$ cat src/rtl/exp_engine_arbiter.sv
// exp_engine_arbiter: round-robin sharing of one a^n engine between two
// requesters. Latches the winner's operands, pulses the engine start, waits
// for an armed done (or a watchdog timeout) and strobes the result back to
// the requester that owns the operation.
//
// Handshake: a requester raises req_i[r] and holds it together with its
// operands until res_valid_o[r] pulses for one cycle; that pulse is the
// only completion indication. gnt_o shows ownership from GRANT through
// RESP. Towards the engine, eng_go_o is a one-cycle start and eng_done_i is
// a level that is only trusted after it has been seen low inside WAIT.
module exp_engine_arbiter #(
  parameter int unsigned TIMEOUT = 1000
) (
  input  logic        clk,
  input  logic        rst,
  input  logic [1:0]  req_i,
  input  logic [7:0]  a0_i,
  input  logic [7:0]  n0_i,
  input  logic [7:0]  a1_i,
  input  logic [7:0]  n1_i,
  output logic [1:0]  gnt_o,
  output logic [15:0] res_o,
  output logic [1:0]  res_valid_o,
  output logic        err_o,
  output logic        eng_go_o,
  output logic [7:0]  eng_a_o,
  output logic [7:0]  eng_n_o,
  input  logic        eng_done_i,
  input  logic [15:0] eng_result_i,
  output logic [1:0]  state_o
);

  typedef enum logic [1:0] {
    S_IDLE  = 2'd0,
    S_GRANT = 2'd1,
    S_WAIT  = 2'd2,
    S_RESP  = 2'd3
  } state_e;

  localparam logic [15:0] CNT_MAX = 16'(TIMEOUT - 1);

  state_e      state_q, state_d;
  logic [1:0]  gnt_q, gnt_d;
  logic        last_q, last_d;   // index of the most recent winner
  logic        arm_q, arm_d;     // done has been seen low in this operation
  logic [15:0] cnt_q, cnt_d;
  logic [15:0] res_q, res_d;
  logic        err_q, err_d;
  logic [7:0]  a_q, a_d;
  logic [7:0]  n_q, n_d;
  logic        win;

  // Winner: a lone request wins outright; with both pending the one that
  // was not served last goes next.
  always_comb begin
    win = req_i[1];
    if (req_i == 2'b11) begin
      win = ~last_q;
    end
  end

  // Next-state and datapath updates for the four-phase sequence.
  always_comb begin
    state_d = state_q;
    gnt_d   = gnt_q;
    last_d  = last_q;
    arm_d   = arm_q;
    cnt_d   = cnt_q;
    res_d   = res_q;
    err_d   = err_q;
    a_d     = a_q;
    n_d     = n_q;
    case (state_q)
      S_IDLE: begin
        if (|req_i) begin
          state_d = S_GRANT;
          gnt_d   = win ? 2'b10 : 2'b01;
          last_d  = win;
          a_d     = win ? a1_i : a0_i;
          n_d     = win ? n1_i : n0_i;
        end
      end
      S_GRANT: begin
        state_d = S_WAIT;
        cnt_d   = 16'd0;
        arm_d   = 1'b0;
      end
      S_WAIT: begin
        if (arm_q && eng_done_i) begin
          res_d   = eng_result_i;
          err_d   = 1'b0;
          state_d = S_RESP;
        end else if (cnt_q == CNT_MAX) begin
          res_d   = 16'hFFFF;
          err_d   = 1'b1;
          state_d = S_RESP;
        end else begin
          cnt_d = cnt_q + 16'd1;
          arm_d = arm_q | ~eng_done_i;
        end
      end
      S_RESP: begin
        state_d = S_IDLE;
        gnt_d   = 2'b00;
      end
      default: state_d = S_IDLE;
    endcase
  end

  // State and datapath registers; reset aborts any operation in flight.
  always_ff @(posedge clk or negedge rst) begin
    if (!rst) begin
      state_q <= S_IDLE;
      gnt_q   <= 2'b00;
      last_q  <= 1'b1;
      arm_q   <= 1'b0;
      cnt_q   <= 16'd0;
      res_q   <= 16'd0;
      err_q   <= 1'b0;
      a_q     <= 8'd0;
      n_q     <= 8'd0;
    end else begin
      state_q <= state_d;
      gnt_q   <= gnt_d;
      last_q  <= last_d;
      arm_q   <= arm_d;
      cnt_q   <= cnt_d;
      res_q   <= res_d;
      err_q   <= err_d;
      a_q     <= a_d;
      n_q     <= n_d;
    end
  end

  assign gnt_o       = gnt_q;
  assign res_o       = res_q;
  assign res_valid_o = (state_q == S_RESP) ? gnt_q : 2'b00;
  assign err_o       = (state_q == S_RESP) & err_q;
  assign eng_go_o    = (state_q == S_GRANT);
  assign eng_a_o     = a_q;
  assign eng_n_o     = n_q;
  assign state_o     = state_q;

endmodule

$ cat config.mk
export PLATFORM = sky130hd
export DESIGN_NAME = exp_engine_arbiter
export DESIGN_NICKNAME = d
export VERILOG_FILES = /design/src/rtl/exp_engine_arbiter.sv
export SDC_FILE = /design/constraint.sdc
export NUM_CORES = 1
export LEC_CHECK = 0
export ABC_CLOCK_PERIOD_IN_PS = 2100
export CAP_MARGIN = 10
export CELL_PAD_IN_SITES_DETAIL_PLACEMENT = 1
export CELL_PAD_IN_SITES_GLOBAL_PLACEMENT = 2
export CORE_MARGIN = 2
export CORE_UTILIZATION = 28
export CTS_BUF_LIST = sky130_fd_sc_hd__clkbuf_8
export DETAILED_ROUTE_END_ITERATION = 10
export PLACE_DENSITY = 0.89
export SLEW_MARGIN = 20
export SYNTH_ARGS = -nofsm -noshare
export SYNTH_HDL_FRONTEND = slang
export SYNTH_SLANG_ARGS = --single-unit
$ cat constraint.sdc
create_clock -name clk -period 2.1 [get_ports clk]
set_input_delay 0.63 -clock clk [delete_from_list [all_inputs] [get_ports clk]]
set_output_delay 0.63 -clock clk [all_outputs]
set_load 0.02 [all_outputs]
# --- Yosys cells after proc, flatten, opt, wreduce, memory -nomap -nowiden ---
# Index checks and enable logic that the tools add are counted.
classes:
  add_sub_neg: 1
  n_eq_ne: 9
  mux: 21
  bitwise: 4
  reduce_logical: 11
op_table:
  columns: ["operator", "count"]
  rows:
  - ["two-way mux 16 bit", 4]
  - ["one-hot mux 16 bit (2 select lines)", 1]
  - ["adder 16 x 1 -> 16 bit, second input constant", 1]
  - ["equality test 16 x 10 -> 1 bit, second input constant", 1]
  - ["two-way mux 8 bit", 2]
  - ["two-way mux 2 bit", 6]
  - ["one-hot mux 2 bit (4 select lines)", 1]
  - ["AND reduction 2 bit", 4]
  - ["equality test 2 bit, second input constant", 3]
  - ["!= test 2 bit, second input constant", 3]
  - ["nonzero test 2 bit", 3]
  - ["two-way mux 1 bit", 5]
  - ["one-hot mux 2 bit (2 select lines)", 1]
  - ["!= test 3 bit, second input constant", 1]
  - ["AND reduction 3 bit", 1]
  - ["equality test 2 x 1 -> 1 bit, second input constant", 1]
  - ["logical NOT 2 bit", 1]
  - ["NOT 1 bit", 2]
  - ["one-hot mux 1 bit (2 select lines)", 1]
  - ["OR reduction 2 bit", 1]
  - ["AND 1 bit", 1]
  - ["logical AND 1 bit", 1]
  - ["OR 1 bit", 1]
word_totals:
  regBits: 55
  input_bits: 53
  output_inout_bits: 40
  word_cells: 55

# --- Logic depth before layout (Yosys ltp) ---
# Gate-level depths: netlist of the first run.
logic_depth:
  depth_word: 5
  mapped_depth: 7
  mapped_depth_nobuf: 6

# --- Least setup slack after synthesis of the first run ---
# Ideal clock, no wire load.
synth_timing:
  path_kind: "reg-to-reg"
  start: "register state_q[0] (netlist: state_o[0])"
  end: "register cnt_q[11]"
  arrival_time_ns: 1.770
  required_ns: 2.031
  slack_ns: 0.261
  path_stages_with_launch: 7
  path_buffers: 1
  cell_sequence: "dfrtp_1 -> inv_1 -> ha_1 -> nand2_1 -> clkbuf_1 -> or3_2 -> nand3_1"
synth_via:
  elab_chain_cells: 3
  word_cells_on_any_way: 7
  classes_between: "4 x eq/ne; 1 x mux; 2 x reduce/logical"
synth_rtl:
  columns: ["item", "line_no", "text"]
  rows:
  - ["start: declaration", "42", "state_e state_q, state_d;"]
  - ["start signal: assignment", "123", "state_q <= state_d;"]
  - ["equality test 2 bit / equality test 2 x 1 -> 1 bit (equally long branches)", "73", "case (state_q)"]
  - ["!= test 2 bit (no line) / nonzero test 2 bit (equally long branches)", null, null]
  - ["AND reduction 3 bit (no line)", null, null]
  - ["end signal: assignment", "127", "cnt_q <= cnt_d;"]
  - ["end: declaration", "46", "logic [15:0] cnt_q, cnt_d;"]
# Parallel ways exist; a longest one is shown, timed or not.
# A chain may end at the register's enable or synchronous reset.

# --- Worst setup path after layout of the first run ---
layout_timing:
  start: "register state_q[1] (netlist: state_o[1])"
  end: "output port err_o"
layout_via:
  elab_chain_cells: 2
layout_rtl:
  columns: ["item", "line_no", "text"]
  rows:
  - ["equality test 2 bit", "138", "assign err_o = (state_q == S_RESP) & err_q;"]
  - ["AND 1 bit", "138", null]
  - ["end: declaration", "24", "output logic err_o,"]
# Every way passes these cells.

==> metrics, run 1 <==
Placer Congestion=0.770; die width=102 um; post-synth top area share=50.4%; Mapped Nets=311; Final Hold Fails=0; final setup TNS=0 ns; ratio of cells with drive above 1 in the final layout=13.4%; Post-DP Area=0.00394 mm2; reg-to-reg startpoint=cnt_q[12]; most frequent cells after synthesis=dfrtp_1, nand2_1, o21ai_0; highest routed metal layer=met4; Rows=35; met3 WL=582 um; DR WL/cell=16.0 um; combinational power share=54.1%; Max Freq=0.493 GHz; VDD IR max=0.446 mV; number of synthesized flops with an enable pin=0; Iter 0 DRT Violations=60; most common cell in the netlist=dfrtp_1; vias=2423; Worst Path Max Fanout=5; Req. time, crit path=1.47 ns; clk buf depth=2; clk_lat worst skew=0.31 ns; H-tree Lvls=2; Starting Density=29.0%; share of power burned in the clock network=12.7%; crit start category=register; Yosys warning count=0; Final Slew Violations=0; asr flop ratio synth=100%; DR WL met2=3.67 mm; Reg2Reg Setup Slack=0.15 ns; crit-path cells=ha_2, and2_1, clkdlybuf4s15_1; IO Count=93; GRT Residual Overflow=0; largest net degree at the start of global routing=33; CTS tree=done; crit path launch=state_o[1]; top cells by area, synth=dfrtp_1, mux2i_1, nand2_1; die area=0.0104 mm2; chip height=102 um; Routed WL=7.93 mm; CTS Sinks=55; Total Routing Usage GR=15.3%; Tcrit/Tclk final=96.6%; Port Buffers=92; vias per cell=4.89; total leakage power=1.71 nW; max_slew headroom=65.6%; post-synth top area cell=dfrtp_1; CP max-delay cell=dfrtp_1; Final Setup Violations=0; Hold WC Path Type=input port to asynchronous set/reset pin; Sequential Power Share=33.2%; Setup CP Type=register to output pin; Power Dens Cells=1220 mW/mm2; hold_buf cts=0; CP Capture Type=output pin; clock skew=0.0164 ns; M1 WL=3.63 mm; clk slew on worst S/H paths=0.12 ns; vias in the first global route=2517; WP data arrival=1.40 ns; Final ANT Viol Nets=0; count of cell types in the netlist=44; hpwl dp=6.05 mm; first-pass GRT wire length=12.7 mm; fin area=0.00405 mm2; sequential area share after synthesis=51.4%; unrepaired setup endpoints after global routing=no; Slew @ Worst Pin=0.516 ns; internal power=0.00293 W; final antenna diode count=0; Post-Syn Area=0.00268 mm2; Sw Share=40.9%; initial antenna violation count=0; CP max stage delay=0.40 ns; FILL cells=1029; Top FF cell, synth=dfrtp_1; Yosys reg bits=55; DRC violations left=0; fin nets=425; Mapped Cells=252; crit path time final=2.03 ns; Area Overhead vs Synth=51.3%; clock root cell=clkbuf_8; max cap viols=0; Core Box Area=0.00924 mm2; syn_area_per_cell=10.6 um2; outcome=finished clean; Pre-antenna DRT Iters=4; Psw=0.00202 W; total CTS buffers=5
==> cell type report <==
type | instances | area (um2) | share of cell area (%)
timing repair buffer | 118 | 1160 | 28.5
clock inverter | 3 | 27.5 | 0.679
clock buffer | 5 | 68.8 | 1.70
tap | 129 | 161 | 3.98
inverter | 7 | 26.3 | 0.648
multi-input combinational | 179 | 1230 | 30.5
sequential | 55 | 1380 | 34.0
==> metrics by stage <==
step	hold slack [ns]	worst slack, ns	std cells	utilization (%)	total power [W]
after detailed placement	0.478	-0.272	487	42.7	0.00439
final	0.270	0.0715	496	43.9	0.00495
after global placement	0.462	-0.194	487	42.7	0.00431
after CTS	0.280	0.00581	495	43.7	0.00501
after floorplan	0.334	0.261	252	-	0.00302
after global routing	0.288	0.00703	496	43.9	0.00531
==> path summary, 6_finish.rpt <==
kind	to	cells after the start
max	err_o	3
min	cnt_q[7]	1
max reg2reg	cnt_q[0]	6
min reg2reg	eng_a_o[0]	2
max in group asynchronous	eng_n_o[7]	2
min in group clk	eng_a_o[0]	2
==> power groups by stage <==
stage | sequential, W | clock, W | combinational [W]
3_5_place_dp | 0.00167 | 0 | 0.00272
3_3_place_gp | 0.00165 | 0 | 0.00266
4_1_cts | 0.00165 | 0.000658 | 0.00270
2_1_floorplan | 0.00204 | 0 | 0.000974
6_report | 0.00164 | 0.000630 | 0.00267
5_1_grt | 0.00170 | 0.000704 | 0.00290
==> placed cells by master, fill, tap and decap left out, types with 6 or more instances in the layout <==
cell | Yosys | final
nand2_1 | 38 | 38
inv_1 | 7 | 7
clkdlybuf4s50_1 | 0 | 85
nor2_1 | 6 | 6
mux2i_1 | 19 | 19
buf_4 | 1 | 22
o21ai_0 | 24 | 23
nand3_1 | 18 | 18
o22a_1 | 16 | 16
dfrtp_1 | 54 | 54
==> what timing repair did <==
| item | CTS | global route |
|---|---|---|
| pin swaps | 0 | 1 |
| setup buffers | 0 | 1 |
| cloned | 0 | 0 |
| endpoints found under the setup margin | 5 | 6 |
| resized for setup | 7 | 5 |
==> critical path: cells and delay by family, from the launching register on <==
family,cells,cell delay [ns]
flops,1,0.40
buf+inv,1,0.33
fa+ha+maj,1,0.24
simple gates,1,0.13
==> layer usage <==
metal  vias to the layer above  global-route usage [%]
met3                         4                    3.49
met2                        69                    25.1
met1                      1192                    21.2
li1                       1158                       -
met5                         -                       0
met4                         0                    2.26
==> registers in the layout, summed over array words and instances, names as in the netlist <==
signal	count
cnt_q	16
eng_a_o	8
state_o	2
res_o	16
gnt_o	2
arm_q	1
err_q	1
last_q	1
eng_n_o	8
==> kinds of logic after synthesis <==
| logic type | Yosys count | synth area share [%] |
|---|---|---|
| AO/OA/AOI/OAI | 65 | 17.6 |
| AND/OR/NAND/NOR | 89 | 18.1 |
| multiplexers | 19 | 7.10 |
| buffers and inverters | 18 | 3.04 |
| adder cells (fa/ha/maj) | 6 | 2.80 |
| flip-flops | 55 | 51.4 |
(Power assumes the default switching activity.)
==> run 2, diff against run 1 <==
--- a/config.mk
+++ b/config.mk
@@ -5,15 +5,15 @@
 export SDC_FILE = /design/constraint.sdc
 export NUM_CORES = 1
 export LEC_CHECK = 0
-export ABC_CLOCK_PERIOD_IN_PS = 2100
+export ABC_CLOCK_PERIOD_IN_PS = 2510
 export CAP_MARGIN = 10
 export CELL_PAD_IN_SITES_DETAIL_PLACEMENT = 1
 export CELL_PAD_IN_SITES_GLOBAL_PLACEMENT = 2
 export CORE_MARGIN = 2
-export CORE_UTILIZATION = 28
+export CORE_UTILIZATION = 30
 export CTS_BUF_LIST = sky130_fd_sc_hd__clkbuf_8
 export DETAILED_ROUTE_END_ITERATION = 10
-export PLACE_DENSITY = 0.89
+export PLACE_DENSITY = 0.94
 export SLEW_MARGIN = 20
 export SYNTH_ARGS = -nofsm -noshare
 export SYNTH_HDL_FRONTEND = slang
==> constraint.sdc (replaced) <==
create_clock -name clk -period 2.51 [get_ports clk]
set_input_delay 0.753 -clock clk [delete_from_list [all_inputs] [get_ports clk]]
set_output_delay 0.753 -clock clk [all_outputs]
set_load 0.02 [all_outputs]
==> run 2 against run 1 <==
Compared with the run above: clock power down 22%; combinational power down 18%; non-clock buffer count is 12 lower; final area decreased by 3.9%; critical path type unchanged.
==> metrics, run 2 (same netlist as run 1, synthesis figures left out) <==
outcome=finished clean (unchanged); final antenna diode count=0 (unchanged); reg-to-reg startpoint=cnt_q[11] (was cnt_q[12]); Final ANT Viol Nets=0 (unchanged); Final Slew Violations=0 (unchanged); Setup CP Type=register to output pin (unchanged); Slew @ Worst Pin=0.819 ns (was 0.516 ns); WP data arrival=1.51 ns (was 1.40 ns); fin area=0.00389 mm2 (was 0.00405 mm2); R2R cell count=5 (was 6); Port Buffers=92 (unchanged); GRT Residual Overflow=0 (unchanged); total leakage power=1.65 nW (was 1.71 nW); Power Dens Cells=1040 mW/mm2 (was 1220 mW/mm2); crit path time final=2.27 ns; worst r2r dst=cnt_q[0] (unchanged); H-tree Lvls=2 (unchanged); IO Count=93 (unchanged); Post-DP Area=0.00380 mm2 (was 0.00394 mm2); unrepaired setup endpoints after global routing=no (unchanged); Final Setup Violations=0 (unchanged); vias per cell=5.25 (was 4.89); WHS=0.462 ns (was 0.270 ns); CTS Sinks=55 (unchanged); Final Hold Fails=0 (unchanged); Hold WC Path Type=input port to asynchronous set/reset pin (unchanged); Reg2Reg Setup Slack=0.32 ns (was 0.15 ns); Tcrit/Tclk final=90.3%; FILL cells=946 (was 1029); vias in the first global route=2648 (was 2517); CTS tree=done (unchanged); Req. time, crit path=1.76 ns (was 1.47 ns); Core Box Area=0.00868 mm2 (was 0.00924 mm2); CP Capture Point=res_valid_o[1] (was err_o); chip height=98.5 um (was 102 um); most common cell after layout, fill and taps aside=clkdlybuf4s50_1 (unchanged); Iter 0 DRT Violations=70 (was 60); Placer Congestion=0.801 (was 0.770); die area=0.00970 mm2 (was 0.0104 mm2); clock root cell=clkbuf_8 (unchanged); crit path launch=state_o[1] (unchanged); fin nets=413 (was 425); Rows=34 (was 35); clk_lat worst skew=0.31 ns (about the same); Pre-antenna DRT Iters=4 (unchanged); max_slew headroom=45.1% (was 65.6%); Routed WL=8.19 mm (was 7.93 mm); Area Overhead vs Synth=45.4% (was 51.3%); Max Freq=0.441 GHz; hold_buf cts=0 (unchanged); Worst Path Max Fanout=7 (was 5); vias=2429 (was 2423); total CTS buffers=5 (unchanged); commonest cells after routing, fill and taps aside=clkdlybuf4s50_1, dfrtp_1, nand2_1 (unchanged); Starting Density=30.9% (was 29.0%); largest net degree at the start of global routing=33 (unchanged); hpwl dp=6.23 mm (was 6.05 mm); die width=98.5 um (was 102 um); VDD IR max=0.340 mV (was 0.446 mV); DR WL/cell=17.7 um (was 16.0 um); initial antenna violation count=0 (unchanged); clock skew=0.00498 ns (was 0.0164 ns); max cap viols=0 (unchanged); clk slew on worst S/H paths=0.10 ns (was 0.12 ns); Total Routing Usage GR=17.1% (was 15.3%); crit start category=register (unchanged); DRC violations left=0 (unchanged); clk buf depth=2 (unchanged); ratio of cells with drive above 1 in the final layout=10.1% (was 13.4%); CP Capture Type=output pin (unchanged); first-pass GRT wire length=13.5 mm (was 12.7 mm)
run 2: changes by cell type in the layout (fill, tap and decap cells not counted), moves of 2 or more:
cell             before  now
buf_12                4    2
buf_4                22   12
clkdlybuf4s15_1       2    0
clkdlybuf4s50_1      85   87
clkinv_2              0    3
run 2: where the power goes:
group	internal, W	switching, W
sequential	0.00120	0.000191
clock	0.000192	0.000298
combinational	0.000990	0.00120
total	0.00238	0.00169
run 2: final cells by class:
class                           instances  area, um2  area share (%)
Timing Repair Buffer                  106       1040            26.8
Inverter                                7       26.3           0.675
Clock buffer                            5       68.8            1.77
Sequential cell                        55       1380            35.4
Clock inverter                          3       15.0           0.386
Tap cell                              108        135            3.47
Multi-Input combinational cell        179       1230            31.5
run 2: worst max-delay path, cell delays in order, from the launching register on:
cell and delay, ns:
dfrtp_1 0.43, ha_2 0.27, and2_1 0.15, dlygate4sd2_1 0.35
run 2: metal layers:
metal | wire, um | track usage [%] | vias up
li1 | - | - | 1134
met2 | 3910 | 28.5 | 84
met3 | 517 | 3.90 | 11
met1 | 3640 | 22.0 | 1200
met5 | 0 | 0 | -
met4 | 125 | 5.80 | 0
run 2: worst min-delay path by stage:
stage	startpoint	end	slack, ns
after floorplan	rst	arm_q	0.46
after global placement	eng_n_o[1]	eng_n_o[1]	0.46
after detailed placement	eng_n_o[1]	eng_n_o[1]	0.47
after CTS	rst	res_o[7]	0.48
after global routing	rst	cnt_q[1]	0.51
final	rst	res_o[6]	0.46
run 2: through the flow:
step / cells / setup TNS (ns) / setup WS, ns / power, W / utilization, %
after floorplan: 252 / 0 / 0.591 / 0.00253 / -
after global placement: 454 / 0 / 0.0557 / 0.00352 / 43.8
after detailed placement: 454 / -0.0200 / -0.0200 / 0.00361 / 43.8
after CTS: 463 / 0 / 0.0699 / 0.00411 / 44.8
after global routing: 463 / 0 / 0.0917 / 0.00433 / 44.9
final: 463 / 0 / 0.243 / 0.00407 / 44.9
run 2: repair_timing:
| action | 4_1_cts | 5_1_grt |
|---|---|---|
| setup endpoints to repair | 3 | 1 |
| setup buffers | 1 | 0 |
| resized for setup | 4 | 1 |
